$ cat src/rtl/io_flag_unit.sv
`default_nettype none
// ============================================================================
// Module   : io_flag_unit
// Brief    : Device-side I/O flag, data-buffer and interrupt block. Holds one
//            input word (INPR) and one output word (OUTR), runs the
//            valid/ready handshakes with the external devices, owns the
//            FGI/FGO/IEN flags and raises a registered level interrupt.
// Revision : 1.0 - initial release
// ============================================================================
module io_flag_unit #(
    parameter int DATA_W = 16
) (
    input  logic              clk,
    input  logic              reset_n,
    // Controller strobes, one cycle each, level-sampled every cycle
    input  logic              rFI,
    input  logic              sFO,
    input  logic              rFO,
    input  logic              ION,
    input  logic              IOF,
    // CPU data path
    input  logic              out_wr,
    input  logic [DATA_W-1:0] out_data,
    output logic [DATA_W-1:0] in_data,
    // Input device handshake
    input  logic              dev_in_valid,
    input  logic [DATA_W-1:0] dev_in_data,
    output logic              dev_in_ready,
    // Output device handshake
    output logic              dev_out_valid,
    output logic [DATA_W-1:0] dev_out_data,
    input  logic              dev_out_ready,
    // Interrupt interface
    output logic              irq,
    input  logic              irq_ack,
    // Flags visible to the CPU
    output logic              FGI,
    output logic              FGO,
    output logic              IEN
);

    typedef enum logic [1:0] {
        ST_IDLE = 2'd0,
        ST_REQ  = 2'd1,
        ST_SVC  = 2'd2
    } irq_state_t;

    logic [DATA_W-1:0] inpr_q, inpr_d;
    logic [DATA_W-1:0] outr_q, outr_d;
    logic              fgi_q, fgi_d;
    logic              fgo_q, fgo_d;
    logic              odone_q, odone_d;
    logic              ien_q, ien_d;
    logic              irq_q, irq_d;
    irq_state_t        state_q, state_d;

    logic in_xfer;
    logic out_done;
    logic ack_accept;
    logic src;

    // A word is only accepted while the buffer is empty, so a same-cycle rFI
    // can only coincide with a transfer when FGI is already 0.
    assign in_xfer    = dev_in_valid & ~fgi_q;
    assign out_done   = fgo_q & dev_out_ready;
    assign ack_accept = (state_q == ST_REQ) & irq_ack & ~IOF;
    assign src        = ien_q & (fgi_q | odone_q);

    // Input buffer: a device transfer beats a clearing rFI.
    always_comb begin
        inpr_d = inpr_q;
        fgi_d  = fgi_q;
        if (in_xfer) begin
            inpr_d = dev_in_data;
            fgi_d  = 1'b1;
        end else if (rFI) begin
            fgi_d  = 1'b0;
        end
    end

    // Output buffer: sFO over rFO over handshake completion.
    always_comb begin
        outr_d  = outr_q;
        fgo_d   = fgo_q;
        odone_d = odone_q;
        if (out_wr) begin
            outr_d = out_data;
        end
        if (sFO) begin
            fgo_d   = 1'b1;
            odone_d = 1'b0;
        end else if (rFO) begin
            fgo_d   = 1'b0;
            odone_d = 1'b0;
        end else if (out_done) begin
            fgo_d   = 1'b0;
            odone_d = 1'b1;
        end
    end

    // Interrupt enable: IOF wins over ION; an accepted acknowledge disables.
    always_comb begin
        ien_d = ien_q;
        if (IOF) begin
            ien_d = 1'b0;
        end else if (ION) begin
            ien_d = 1'b1;
        end else if (ack_accept) begin
            ien_d = 1'b0;
        end
    end

    // Interrupt FSM next state; irq is the registered REQ indication.
    always_comb begin
        state_d = state_q;
        case (state_q)
            ST_IDLE: begin
                if (src) begin
                    state_d = ST_REQ;
                end
            end
            ST_REQ: begin
                if (IOF) begin
                    state_d = ST_IDLE;
                end else if (irq_ack) begin
                    state_d = ST_SVC;
                end else if (!src) begin
                    state_d = ST_IDLE;
                end
            end
            ST_SVC: begin
                if (ION) begin
                    state_d = ST_IDLE;
                end
            end
            default: begin
                state_d = ST_IDLE;
            end
        endcase
        irq_d = (state_d == ST_REQ);
    end

    // State registers; IEN resets to 1 to match the controller's reset ION.
    always_ff @(posedge clk or negedge reset_n) begin
        if (!reset_n) begin
            inpr_q  <= '0;
            outr_q  <= '0;
            fgi_q   <= 1'b0;
            fgo_q   <= 1'b0;
            odone_q <= 1'b0;
            ien_q   <= 1'b1;
            irq_q   <= 1'b0;
            state_q <= ST_IDLE;
        end else begin
            inpr_q  <= inpr_d;
            outr_q  <= outr_d;
            fgi_q   <= fgi_d;
            fgo_q   <= fgo_d;
            odone_q <= odone_d;
            ien_q   <= ien_d;
            irq_q   <= irq_d;
            state_q <= state_d;
        end
    end

    assign in_data       = inpr_q;
    assign dev_out_data  = outr_q;
    assign dev_in_ready  = ~fgi_q;
    assign dev_out_valid = fgo_q;
    assign irq           = irq_q;
    assign FGI           = fgi_q;
    assign FGO           = fgo_q;
    assign IEN           = ien_q;

endmodule
`default_nettype wire

$ cat config.mk
export PLATFORM = sky130hd
export DESIGN_NAME = io_flag_unit
export DESIGN_NICKNAME = d
export VERILOG_FILES = /design/src/rtl/io_flag_unit.sv
export SDC_FILE = /design/constraint.sdc
export NUM_CORES = 1
export LEC_CHECK = 0
export ABC_CLOCK_PERIOD_IN_PS = 1500
export CAP_MARGIN = 20
export CELL_PAD_IN_SITES_DETAIL_PLACEMENT = 1
export CELL_PAD_IN_SITES_GLOBAL_PLACEMENT = 2
export CORE_MARGIN = 2
export CORE_UTILIZATION = 24
export DETAILED_ROUTE_END_ITERATION = 10
export GPL_TIMING_DRIVEN = 0
export HOLD_SLACK_MARGIN = 0.02
export PLACE_DENSITY = 0.82
export SLEW_MARGIN = 20
export SYNTH_ARGS = -nofsm -noshare
export SYNTH_HDL_FRONTEND = slang
export SYNTH_SLANG_ARGS = --single-unit
$ cat constraint.sdc
create_clock -name clk -period 1.5 [get_ports clk]
set_clock_uncertainty 0.05 [all_clocks]
set_input_delay 0.3 -clock clk [delete_from_list [all_inputs] [get_ports clk]]
set_output_delay 0.3 -clock clk [all_outputs]
set_load 0.005 [all_outputs]
# Yosys cells after proc, flatten, opt, wreduce, memory -nomap -nowiden
# Cells that the tools add are included.
word_totals:
  reg_bits: 39
  latch_bits: 0
  ramBits: 0
  romBits: 0
  in_bits: 43
  mem_count: 0
classes:
  addsub: 0
  mul: 0
  div: 0
  order_cmp: 0
  n_eq_ne: 3
  n_shift: 0
  n_mux: 17
  n_bitwise: 8
  reduce_logical: 4
ops:
  columns: ["op", "count"]
  rows:
  - ["$mux 1", 11]
  - ["$mux 2", 5]
  - ["$pmux 2 s3", 1]
  - ["$reduce_bool 3->1", 2]
  - ["$and 1x1->1", 5]
  - ["$eq 2x1->1 const B", 2]
  - ["$eq 2x2->1 const B", 1]
  - ["$logic_not 2->1", 1]
  - ["$not 1->1", 2]
  - ["$reduce_bool 2->1", 1]
  - ["$or 1x1->1", 1]

# Longest topological paths before layout
# Gate-level depths: netlist of run 1.
logic_depth:
  depth_word: 7
  mapped_depth: 4
  ltp_nobuf: 2

# Worst setup path before layout of run 1
# No wires, ideal clock.
synth_timing:
  path_type: "reg-to-reg"
  start: "register fgi_q (netlist: FGI)"
  end: "register inpr_q[10] (netlist: in_data[10])"
  setup_ns: 0.125
  arrival_ns: 1.122
  path_slack_ns: 0.203
  path_stages_with_launch: 5
  n_path_buf: 2
  period_less_slack_ns: 1.297
  cell_sequence: "dfrtp_1 nor2b_1 buf_6 buf_6 mux2_4"
synth_via:
  elab_chain_cells: 2
synth_rtl:
  columns: ["item", "line_no", "source"]
  rows:
  - ["start: declaration", "50", "logic fgi_q, fgi_d;"]
  - ["start signal: assignment", "157", "fgi_q <= fgi_d;"]
  - ["$not 1->1", "64", "assign in_xfer = dev_in_valid & ~fgi_q;"]
  - ["$and 1x1->1", "64", null]
  - ["end signal: assignment", "155", "inpr_q <= inpr_d;"]
  - ["end: declaration", "48", "logic [DATA_W-1:0] inpr_q, inpr_d;"]
# No other way between the ends.
# A chain may end at the register's enable or synchronous reset.

# Final worst setup path of run 1
layout_timing:
  start: "register irq_q (netlist: irq)"
  end: "output irq"
layout_rtl:
  columns: ["item", "line_no", "source"]
  rows:
  - ["start: declaration", "54", "logic irq_q, irq_d;"]
  - ["start signal: assignment", "161", "irq_q <= irq_d;"]
  - ["end: declaration", "34", "output logic irq,"]
# No word-level cell between the ends.

==> results of run 1 <==
## power breakdown
| group | switching [mW] | leakage [nW] | internal (mW) |
|---|---|---|---|
| clock | 0.351 | 0.0515 | 0.420 |
| combinational | 0.225 | 0.714 | 0.498 |
| sequential | 0.0867 | 0.462 | 1.21 |
## cells in the mapped netlist, drive strengths merged
master / n
a21o: 1
dfstp: 1
o32ai: 1
buf: 5
nor2b: 1
o21bai: 1
a21oi: 1
nor3: 1
nand2: 1
a311oi: 1
inv: 1
mux2: 32
nor4bb: 2
nor2: 4
o21ai: 1
nand2b: 1
dfrtp: 38
## cell type report
class | instances | area share
Multi-Input combinational cell | 48 | 0.1895
Sequential cell | 39 | 0.3757
Clock buffer | 8 | 0.03848
Timing Repair Buffer | 92 | 0.3391
Tap cell | 75 | 0.03608
Buffer | 5 | 0.01972
Inverter | 1 | 0.001443
## final timing paths
path / cells after the start / endpoint / slack, ns
max: 1 / irq / 0.05
min: 2 / dev_out_data[10] / 0.34
max reg2reg: 5 / in_data[15] / 0.06
min reg2reg: 1 / dev_out_data[10] / 0.46
max in group asynchronous: 3 / IEN / 0.55
min in group asynchronous: 2 / in_data[3] / 0.35
## repair_timing
action                     CTS  global route
hold buffers                 1             0
resized for setup           31            11
setup buffers                7             4
setup endpoints to repair   30            18
hold endpoints to repair     7             0
## per-layer routing
layer  part of all wire  track usage  up-vias
met1               0.38       0.1309      576
met5                  0            0        -
met2               0.50       0.1950       63
li1                   -            -      520
met4             0.0070      0.02639        0
met3               0.11      0.06034        4
## kinds of logic after synthesis
family | after synthesis | synth area share
AOI/OAI and AO/OA | 6 | 0.02805
buffers and inverters | 6 | 0.03052
DFF | 39 | 0.6444
muxes | 32 | 0.2599
and+or+nand+nor | 10 | 0.03713
## layout by cell type, fill, tap and decap left out, types with 4 or more instances in the layout
cell and n:
mux2_2 23, dfrtp_1 38, buf_4 14, clkdlybuf4s50_1 41
mux2_4 9, dlymetal6s2s_1 8, clkbuf_8 7, nor2_1 4
dlygate4sd2_1 27
## registers in the layout, indices dropped and copies added (netlist names)
signal	count
FGI	1
FGO	1
IEN	1
dev_out_data	16
in_data	16
irq	1
odone_q	1
state_q	2
==> results by group, run 1 <==
Setup path
  • Crit path max-delay family: buffers and inverters
  • Critical Path Start: irq
  • Worst reg2reg startpoint: FGI
  • Slowest library cell on the worst path: clkdlybuf4s50_1
  • Worst Path Arrival: 1.10 ns
  • CP max FO: 1
  • Crit-path cells: clkdlybuf4s50_1
  • Crit end category: primary output
  • Critical path startpoint category: flop
  • Crit Path Class: flop to primary output
  • Slowest cell delay on critical path: between 0.4 and 0.5 ns
  • Worst Path Buf+Inv: 1
  • CP required: about 1.2 ns

STA
  • Fin. max-slew vios: 0
  • Setup TNS: 0 ns
  • Slack of the critical path: ~0.054 ns
  • Slew headroom: 0.8267
  • Hold WS: 0.3435 ns
  • Min Tclk post-route: approximately 1.4 ns
  • # setup viols final: 0
  • Max Fclk: ~700 MHz
  • Final hold vios: 0
  • Post-route clock period utilization: 0.9638
  • Least-Margin Pin Slew: 0.2565 ns

GRT
  • Largest net degree at the start of global routing: 33
  • GR Util All Layers: 0.1158
  • Vias in the first global route: between 1,000 and 1,500
  • Global-route wire length before repair: approximately 6.6 mm
  • Gr ovfl total: 0
  • Initial antenna violation count: 0

Run status
  • Status: finished, final reports clean

Synthesis
  • Cell Area, Synth: 1516 sq um
  • Mapped Avg Cell Area: 16.31 sq um
  • Yosys top cell by area: dfrtp_1
  • Ys Warns: 0
  • Count of cell types in the netlist: 20
  • Flops & latches, synth: 39
  • Net count after synthesis: about 140
  • Sequential share of the synthesized area: 0.6444
  • Cells after synthesis: 93
  • Top cell type's share of synthesized area: 0.6271
  • Area contributors post-synth: dfrtp_1 (63%), mux2_2 (17%), mux2_4 (8.9%)

Layout
  • Sequential cell area: slightly below 1000 sq um
  • Syn-to-layout area delta: 71.53%
  • Layout cell share with drive strength beyond 1: 0.3109
  • Antenna diode count: 0
  • Final nets: 235
  • Fin util: 0.4317
  • Final Cell Area: 2601 sq um
  • # fillers: roughly 640
  • Post-Layout Cell Count: 268
  • Area of the multi-input gates: 493.0 sq um

Place
  • Placed cell areas: 2416 sq um
  • Buffers on Ports: 79
  • Post-detail-place hpwl: around 3 mm
  • Routability-driven placement congestion ratio: 0.7748
  • Place WS: -0.2405 ns
  • Dpl cells: ~250

Clock tree
  • Clock-pin slew on the worst setup and hold paths: approximately 0.070 ns
  • Clock root buffer: clkbuf_8
  • Clock Path Buffers: 2
  • H-tree levels: 2
  • CTS tree: built
  • CTS buffer count: 5
  • Clock network latency to the later pin of the worst-skew pair: 0.28 ns
  • CTS Sinks: 39

Min path
  • Hold Crit Class: input port to flop
  • Worst hold start: out_wr

Route
  • Drt pass-1 iters: 3
  • Vias post-DR: 1,163
  • DR vias/cell: 4.340
  • Drt drc: 0
  • Final wirelength: 4.023 mm
  • Post-route ant nets: 0
  • DR WL/cell: 15.01 um
  • Iter 0 DRT Violations: 13

Pwr
  • Pleak: 1.227 nW
  • Max IR drop VDD: 0.0005529 V
  • Power Dens Cells: 1072 nW/um^2
  • Total power: 2.790 mW

Floorplanning
  • Full die area: 6971 sq um
  • Number of I/O pins: 81
  • Die Y: 83.49 um
  • Starting Density: 0.2517
  • Rows: 28
  • Chip Width: 83.49 um
  • Core Area: 6026 sq um

Job
  • Max Cap Viol: 0
Note: power is estimated with default switching activity, not from simulation.
==> inputs of run 2 (changes only) <==
Settings changed: ABC_CLOCK_PERIOD_IN_PS 1500 to 1550.
Clock period 1.5 ns to 1.55 ns, I/O delays scaled along.
==> run 2 against run 1 <==
  * Final cell count unchanged
  * Global-route usage decreased by 0.21 points
  * Register-to-register slack barely moved
  * Clock power decreased by 3.0%
  * Critical path depth is the same
  * Worst hold slack better by 0.0099 ns
  * Via count shrank 0.52%
  * Critical endpoint is now in_data[13]
==> results by group, run 2 (synthesized netlist as in run 1, its figures left out) <==
Layout
  • Most frequent cells in the layout: clkdlybuf4s50_1 (57), dfrtp_1 (38), mux2_2 (23)
  • # fillers: 625 (-1.6%)
  • Sequential cell area: 977.2 sq um (unchanged)
  • Commonest non-fill, non-tap cell in the layout: clkdlybuf4s50_1
  • Antenna diode count: 0 (unchanged)
  • Fin util: 0.4390 (+0.007267)
  • Area of the multi-input gates: 493.0 sq um (unchanged)
  • Final nets: 235 (unchanged)
  • Layout cell share with drive strength beyond 1: 0.3109 (unchanged)
  • Final Cell Area: 2645 sq um (+1.7%)
  • Syn-to-layout area delta: 74.42%
  • Post-Layout Cell Count: 268 (unchanged)

Setup path
  • Slowest cell delay on critical path: 0.52 ns (+0.03 ns)
  • Reg2reg setup slack: 0.06 ns (about the same)
  • Crit-path cells: clkdlybuf4s50_1
  • Critical path startpoint category: flop
  • Worst Path Arrival: 1.16 ns (+0.06 ns)
  • RR Endpoint: in_data[7]
  • Slowest library cell on the worst path: clkdlybuf4s50_1
  • Worst reg2reg startpoint: FGI
  • Worst Path Buf+Inv: 1 (unchanged)
  • R2R depth: 5 (unchanged)
  • Crit path max-delay family: buffers and inverters
  • WP depth: 1 (unchanged)
  • CP max FO: 2 (+1)
  • Crit Path Class: flop to primary output
  • Crit end category: primary output
  • CP required: 1.19 ns (+0.04 ns)

STA
  • Slack of the critical path: 0.03129 ns (-0.02299 ns)
  • Post-route clock period utilization: 0.9798
  • Least-Margin Pin Slew: 0.2540 ns (-0.002512 ns)
  • # setup viols final: 0 (unchanged)
  • Final hold vios: 0 (unchanged)
  • Max Fclk: 658.5 MHz
  • Fin. max-slew vios: 0 (unchanged)
  • Slew headroom: 0.8284 (+0.001698)
  • Min Tclk post-route: 1.519 ns

Route
  • DR vias/cell: 4.317 (-0.52%)
  • Vias post-DR: 1,157 (-0.52%)
  • Post-route ant nets: 0 (unchanged)
  • Iter 0 DRT Violations: 16 (+3)
  • DR WL/cell: 14.86 um (-1.0%)
  • Drt pass-1 iters: 3 (unchanged)
  • Met3 wire length: 468 um (+2.9%)
  • Highest Signal Layer: met4
  • M1 WL: 1.505 mm (-0.46%)
  • Met2 Wirelength: 1.979 mm (-2.3%)
  • Final wirelength: 3.982 mm (-1.0%)
  • Drt drc: 0 (unchanged)

Clock tree
  • Clock network latency to the later pin of the worst-skew pair: 0.28 ns (about the same)
  • Clock-pin slew on the worst setup and hold paths: 0.08 ns (about the same)
  • Clock Path Buffers: 2 (unchanged)
  • CTS tree: built
  • CTS buffer count: 5 (unchanged)
  • H-tree levels: 2 (unchanged)
  • Clock root buffer: clkbuf_8
  • CTS Sinks: 39 (unchanged)

GRT
  • Global-route wire length before repair: 6.423 mm (-2.2%)
  • Initial antenna violation count: 0 (unchanged)
  • Gr ovfl total: 0 (unchanged)
  • GR Util All Layers: 0.1137 (-0.002089)
  • Vias in the first global route: 1,324 (-1.5%)
  • Largest net degree at the start of global routing: 33 (unchanged)

Run status
  • Status: finished, final reports clean

Min path
  • Hold path cells: 2 (unchanged)
  • Worst hold start: out_wr
  • Hold path endpoint: dev_out_data[10]
  • Hold Crit Class: input port to flop

Place
  • Buffers on Ports: 79 (unchanged)
  • Post-detail-place hpwl: 2.924 mm (unchanged)
  • Place WS: -0.2005 ns (+0.04000 ns)
  • Placed cell areas: 2416 sq um (unchanged)
  • Dpl cells: 248 (unchanged)
  • Routability-driven placement congestion ratio: 0.7748 (unchanged)

Floorplanning
  • Rows: 28 (unchanged)
  • Full die area: 6971 sq um (unchanged)
  • Starting Density: 0.2517 (unchanged)
  • Chip Width: 83.49 um (unchanged)
  • Die Y: 83.49 um (unchanged)
  • Core Area: 6026 sq um (unchanged)
  • Number of I/O pins: 81 (unchanged)

Pwr
  • Power Dens Cells: 1045 nW/um^2 (-2.6%)
  • Total power: 2.764 mW (-0.92%)
  • Pleak: 1.266 nW (+3.1%)
  • Max IR drop VDD: 0.0005423 V (-1.9%)

Job
  • Max Cap Viol: 0 (unchanged)
-- run 2: final cells by class --
cell class,count,area share
flip-flops and latches,39,0.3694
repair buffers,92,0.3534
multi-input cells,48,0.1864
clock buffers,8,0.03784
well taps,75,0.03548
plain buffers,5,0.01608
inverters,1,0.001419
-- run 2: report_power, final --
| part | internal (mW) | switching (mW) |
|---|---|---|
| Combinational | 0.544 | 0.217 |
| Sequential | 1.17 | 0.0855 |
| Clock | 0.406 | 0.341 |
| Total | 2.12 | 0.643 |
-- run 2: how the worst max path moves through the flow --
stage,start,end
floorplan,FGI,in_data[10]
global placement,reset_n,dev_out_data[10]
detailed placement,dev_in_valid,in_data[15]
CTS,FGO,dev_out_valid
global route,in_data[1],in_data[1]
finish,in_data[13],in_data[13]
-- run 2: repair_timing --
item	in CTS	in global routing
hold buffers	1	0
setup endpoints to repair	8	23
gates cloned	0	0
gates resized for setup	6	18
buffers inserted	4	7
hold endpoints to repair	7	0
-- run 2: metal layers --
layer	track usage	up-vias
li1	-	521
met1	0.1290	569
met2	0.1899	63
met3	0.06034	4
met4	0.02639	0
met5	0	-
-- run 2: stage by stage --
step	setup TNS, ns	hold WS, ns
5_1_grt	-0.02422	0.3595
2_1_floorplan	0	-0.03559
3_3_place_gp	-31.14	0.4150
3_5_place_dp	-2.070	0.1298
6_report	0	0.3533
4_1_cts	-0.003433	0.3421
